`src/rtl/mux81_scan_ctrl_if.sv`:
```
// rtl/mux81_scan_ctrl_if.sv - mux drive/capture lines and result stream of the 8:1 mux scanner
interface mux81_scan_ctrl_if #(
   parameter int WIDTH = 8
);
   logic             mux_csn;
   logic [2:0]       mux_sel;
   logic [WIDTH-1:0] mux_y;
   logic [WIDTH-1:0] out_data;
   logic [2:0]       out_ch;
   logic             out_valid;
   logic             out_ready;

   modport master (
      output mux_csn,
      output mux_sel,
      input  mux_y,
      output out_data,
      output out_ch,
      output out_valid,
      input  out_ready
   );

   modport slave (
      input  mux_csn,
      input  mux_sel,
      output mux_y,
      input  out_data,
      input  out_ch,
      input  out_valid,
      output out_ready
   );
endinterface

```
`src/rtl/mux81_scan_ctrl.sv`:
```
// rtl/mux81_scan_ctrl.sv - round-robin 8:1 mux scanner with fixed dwell and valid/ready result port
module mux81_scan_ctrl #(
   parameter int WIDTH = 8,
   parameter int DWELL = 4
) (
   input  logic                clk,
   input  logic                rst_n,
   input  logic                en,
   input  logic [7:0]          ch_mask,
   output logic                busy,
   mux81_scan_ctrl_if.master   bus
);

   typedef enum logic [1:0] {
      IDLE,
      SETTLE,
      HOLD
   } state_t;

   state_t           state;
   logic [7:0]       cnt;
   logic [2:0]       last;
   logic [2:0]       pick;
   logic             csn_q;
   logic [2:0]       sel_q;
   logic [WIDTH-1:0] data_q;
   logic [2:0]       ch_q;
   logic             valid_q;
   logic             busy_q;
   logic             can_pick;

   assign can_pick      = en && (ch_mask != 8'h00);
   assign bus.mux_csn   = csn_q;
   assign bus.mux_sel   = sel_q;
   assign bus.out_data  = data_q;
   assign bus.out_ch    = ch_q;
   assign bus.out_valid = valid_q;
   assign busy          = busy_q;

   // Walk downward so the nearest enabled channel after last wins; falls back to last itself.
   always_comb begin
      pick = last;
      for (int i = 7; i >= 1; i--) begin
         if (ch_mask[3'(last + 3'(i))]) pick = 3'(last + 3'(i));
      end
   end

   always_ff @(posedge clk or negedge rst_n) begin
      if (!rst_n) begin
         state   <= IDLE;
         cnt     <= 8'd0;
         last    <= 3'd7;
         csn_q   <= 1'b1;
         sel_q   <= 3'd0;
         data_q  <= '0;
         ch_q    <= 3'd0;
         valid_q <= 1'b0;
         busy_q  <= 1'b0;
      end else begin
         case (state)
            IDLE: begin
               csn_q <= 1'b1;
               if (can_pick) begin
                  sel_q  <= pick;
                  last   <= pick;
                  csn_q  <= 1'b0;
                  cnt    <= 8'(DWELL - 1);
                  busy_q <= 1'b1;
                  state  <= SETTLE;
               end
            end
            SETTLE: begin
               if (cnt != 8'd0) begin
                  cnt <= cnt - 8'd1;
               end else begin
                  data_q  <= bus.mux_y;
                  ch_q    <= sel_q;
                  valid_q <= 1'b1;
                  csn_q   <= 1'b1;
                  state   <= HOLD;
               end
            end
            HOLD: begin
               if (bus.out_ready) begin
                  valid_q <= 1'b0;
                  // Chain straight into the next channel so back-to-back results have no idle gap.
                  if (can_pick) begin
                     sel_q <= pick;
                     last  <= pick;
                     csn_q <= 1'b0;
                     cnt   <= 8'(DWELL - 1);
                     state <= SETTLE;
                  end else begin
                     busy_q <= 1'b0;
                     state  <= IDLE;
                  end
               end
            end
            default: begin
               csn_q   <= 1'b1;
               valid_q <= 1'b0;
               busy_q  <= 1'b0;
               state   <= IDLE;
            end
         endcase
      end
   end

endmodule

```
`src/flat_wrapper.sv`:
```
// flat-port wrapper written by rule: the top's interface ports become plain ports
module mux81_scan_ctrl_flat 
#(
   parameter int WIDTH = 8,
   parameter int DWELL = 4
)
  (clk, rst_n, en, ch_mask, busy, bus_mux_csn, bus_mux_sel, bus_mux_y, bus_out_data, bus_out_ch, bus_out_valid, bus_out_ready);
  mux81_scan_ctrl_if #(.WIDTH(WIDTH)) bus_i ();
  input  logic clk;
  input  logic rst_n;
  input  logic en;
  input  logic [7:0] ch_mask;
  output logic busy;
  output wire logic [$bits(bus_i.mux_csn)-1:0] bus_mux_csn;
  output wire logic [$bits(bus_i.mux_sel)-1:0] bus_mux_sel;
  input wire logic [$bits(bus_i.mux_y)-1:0] bus_mux_y;
  output wire logic [$bits(bus_i.out_data)-1:0] bus_out_data;
  output wire logic [$bits(bus_i.out_ch)-1:0] bus_out_ch;
  output wire logic [$bits(bus_i.out_valid)-1:0] bus_out_valid;
  input wire logic [$bits(bus_i.out_ready)-1:0] bus_out_ready;
  assign bus_mux_csn = bus_i.mux_csn;
  assign bus_mux_sel = bus_i.mux_sel;
  assign bus_i.mux_y = bus_mux_y;
  assign bus_out_data = bus_i.out_data;
  assign bus_out_ch = bus_i.out_ch;
  assign bus_out_valid = bus_i.out_valid;
  assign bus_i.out_ready = bus_out_ready;
  mux81_scan_ctrl #(.WIDTH(WIDTH), .DWELL(DWELL)) u_core (.clk(clk), .rst_n(rst_n), .en(en), .ch_mask(ch_mask), .busy(busy), .bus(bus_i));
endmodule
```
`config.mk`:
```
export PLATFORM = sky130hd
export DESIGN_NAME = mux81_scan_ctrl_flat
export DESIGN_NICKNAME = d
export VERILOG_FILES = /design/src/rtl/mux81_scan_ctrl_if.sv /design/src/rtl/mux81_scan_ctrl.sv /design/src/flat_wrapper.sv
export SDC_FILE = /design/constraint.sdc
export NUM_CORES = 1
export LEC_CHECK = 0
export BUFFER_PORTS_ARGS = -buffer_cell sky130_fd_sc_hd__buf_2
export CAP_MARGIN = 20
export CORE_ASPECT_RATIO = 0.8
export CORE_MARGIN = 5
export CORE_UTILIZATION = 30
export CTS_CLUSTER_SIZE = 10
export DETAILED_ROUTE_END_ITERATION = 8
export PLACE_DENSITY_LB_ADDON = 0.2
export SLEW_MARGIN = 20
export SYNTH_ARGS = -nofsm -noshare
export SYNTH_HDL_FRONTEND = slang
export SYNTH_SLANG_ARGS = --single-unit
```
`constraint.sdc`:
```
create_clock -name clk -period 3.78 [get_ports clk]
set_clock_uncertainty 0.15 [all_clocks]
set_input_delay 0.756 -clock clk [delete_from_list [all_inputs] [get_ports clk]]
set_output_delay 0.756 -clock clk [all_outputs]
set_load 0.005 [all_outputs]
```
==> metrics.txt <==
status=completed; Sw Pwr=0.0009110 W; Final Worst Setup Slack=0.3944 ns; Pint=around 0.0013 W; total grt overflow=0; DR vias=1,737; syn_nets=~230; multi-input logic area=~1300 µm²; GRT Overall Usage=between 10% and 20%; Seq pwr share=28.1%; critical path class=flip-flop to flip-flop; Worst-path clk slew=0.06 ns; Yosys top cell by area=dfrtp_1; die width=roughly 100 µm; Final Hold Vio Count=0; FF+latch area=about 760 µm²; commonest non-fill, non-tap cell in the layout=buf_2; synthesized area=2160 µm²; Crit Path Max Fanout=15; iteration-0 DRC count of the detailed router=128; root buf cell=clkbuf_8; crit-path leading delay family=compound AO/OA/AOI/OAI gates; CP bufs+invs=1; max_cap viols=0; clk_lat worst skew=0.28 ns; sequential fraction of the synthesis area=about a third; total CTS buffers=5; Avg Cell Area, Syn=~10 µm²; Synthesis Warnings=0; Hold Slack=approximately 0.34 ns; CP Data Required Time=~3.8 ns; WL/cell=roughly 14 µm; Layout area overhead=16.45%; maximum vdd drop=0.0002724 V; fmax=approximately 300 MHz; # rows=27; share of cells above drive strength 1=28.57%; CTS Sinks=30; commonest cells after routing, fill and taps aside=buf_2, dfrtp_1, nor2_1, nand2_1; Rel. slew slack=55.67%; Final HPWL DP=between 3 and 4 mm; core area=around 7000 µm²; # IOs=37; pwr dens=around 880 nW/µm²; Antenna Diode Count=0; Finished Layout Cells=332; RSZ-0062 raised after global routing=no; asr flop ratio synth=100.0%; Distinct cells, synth=48; post-CTS setup buffers=0; Die ar.=between 9000 and 10,000 µm²; first-pass iteration count of the detailed router=4; DR vias/cell=5.232; first-pass GRT wire length=8.162 mm; Placer Congestion=between 0.8 and 0.9; CP endpoint kind=flip-flop; DRC Markers=0; CTS Buffer Depth=2; largest net degree at the start of global routing=31; Worst Setup Start Kind=flip-flop; Min Clock Period, post-route=3.386 ns; Post-synth EDFFs=0; Initial Util=a little under a third; CP max stage cell=dfstp_2; Logic pwr share=56.9%; max incr delay on CP=0.68 ns; vias in the first global route=1,675; HP Class=flip-flop to flip-flop; CTS resizes=0; Period Utilization, post-route=about nine tenths; Mapped Cells=207; worst-margin pin slew=0.6650 ns; Die H=85.89 µm; pre-CTS setup slack=0.4173 ns; Seq cells post-synth=30; ys flop type=dfrtp_1; static leakage=1.106 nW; Port Buf Inserts=36; Critical Path AT=3.39 ns; H-tree depth=2; Layout fillers=707; Routed Antenna Nets=0; CTS Hold Bufs=0; Layout Nets=268; placed insts=324; initial antenna violation count=0; DRT Wirelength=4.805 mm; share of the synthesized area in the top cell type=a little under a third; CTS tree=built; critical-path cell list=inv_1, ha_1, mux2_1, mux4_2, o31a_1, o311a_1, a221oi_2, a21oi_1; Slew Viols, Final=0; top cells by area, synth=dfrtp_1, mux2_2, mux4_1; Sw Share=41.19%; # setup viols final=0; Clock Power Share=15.0%; setup tns final=0 ns
## routing by layer
layer	vias to the layer above	routed length, µm	global-route usage, %
met3	2	237	3.160
met5	-	0	0
met2	42	2057	14.80
met4	0	17	2.091
met1	839	2492	16.68
li1	854	-	-
## registers in the layout, indices dropped and copies added (netlist names)
| signal | cells |
|---|---|
| u_core.bus.mux_csn | 1 |
| u_core.last | 3 |
| u_core.state | 2 |
| u_core.bus.out_ch | 3 |
| u_core.bus.out_valid | 1 |
| u_core.bus.mux_sel | 3 |
| u_core.cnt | 8 |
| u_core.busy | 1 |
| u_core.bus.out_data | 8 |
## synth_stat cells, types with 2 or more instances
library cell and instances:
clkbuf_8 2, ha_1 4, dfrtp_1 26, mux2i_1 9, a31oi_1 3, or3_1 3
clkbuf_1 2, inv_1 12, a21oi_1 10, nor3_1 3, a32oi_1 2, nor2_1 17
mux2_1 6, xor2_1 3, mux4_1 5, buf_6 2, nor2b_1 2, nor4_1 5
dfstp_2 4, buf_2 3, nand2b_1 4, o211ai_1 4, mux4_2 5, xnor2_1 5
mux2_2 12, o21ai_0 9, a211oi_1 5, a211o_1 2, nand2_1 16, nand3_1 4
## final timing paths
check	to	startpoint	cells past startpoint	slack (ns)
min	u_core.bus.out_data[6]	u_core.bus.out_data[6]	1	0.34
max reg2reg	u_core.bus.mux_sel[1]	u_core.last[1]	8	0.39
max	u_core.bus.mux_sel[1]	u_core.last[1]	8	0.39
max in group asynchronous	u_core.cnt[0]	rst_n	1	2.68
min in group asynchronous	u_core.bus.out_data[4]	rst_n	1	0.36
min reg2reg	u_core.bus.out_data[6]	u_core.bus.out_data[6]	1	0.34
## power by group through the flow
stage	Sequential (W)	Clock (W)	Combinational (W)
finish	0.000622	0.000331	0.00126
CTS	0.000625	0.000342	0.00126
global route	0.000653	0.000359	0.00139
global placement	0.000629	0	0.00126
floorplan	0.000585	0	0.00103
detailed placement	0.000631	0	0.00126
## worst reg2reg max path: cells and delay by family, from the launching register on
kind / cells / cell delay [ns]
compound gates: 4 / 0.89
fa+ha+maj: 1 / 0.54
mux: 2 / 0.86
buf+inv: 1 / 0.13
flops: 1 / 0.68
## layout make-up
class	instances	share of cell area, %
Sequential cell	30	30.05
Multi-Input combinational cell	156	51.14
Clock inverter	1	1.194
Inverter	12	1.791
Clock buffer	7	3.433
Timing Repair Buffer	39	8.060
Tap cell	87	4.328
## cells by family after synthesis
kind of cell / synth area share (%)
compound gates: 15.76
xor+xnor: 3.245
fa+ha+maj: 2.318
buf+inv: 5.446
flops: 34.99
mux: 24.86
simple gates: 13.38
## stage by stage
stage               utilization (%)  power [W]  cell area (µm²)
finish                        36.14   0.002212             2515
global placement              34.47   0.001894             2399
global route                  36.14   0.002406             2515
floorplan                         -   0.001616             2160
detailed placement            34.47   0.001888             2399
CTS                           36.14   0.002232             2515
Note: power is estimated with default switching activity, not from simulation.
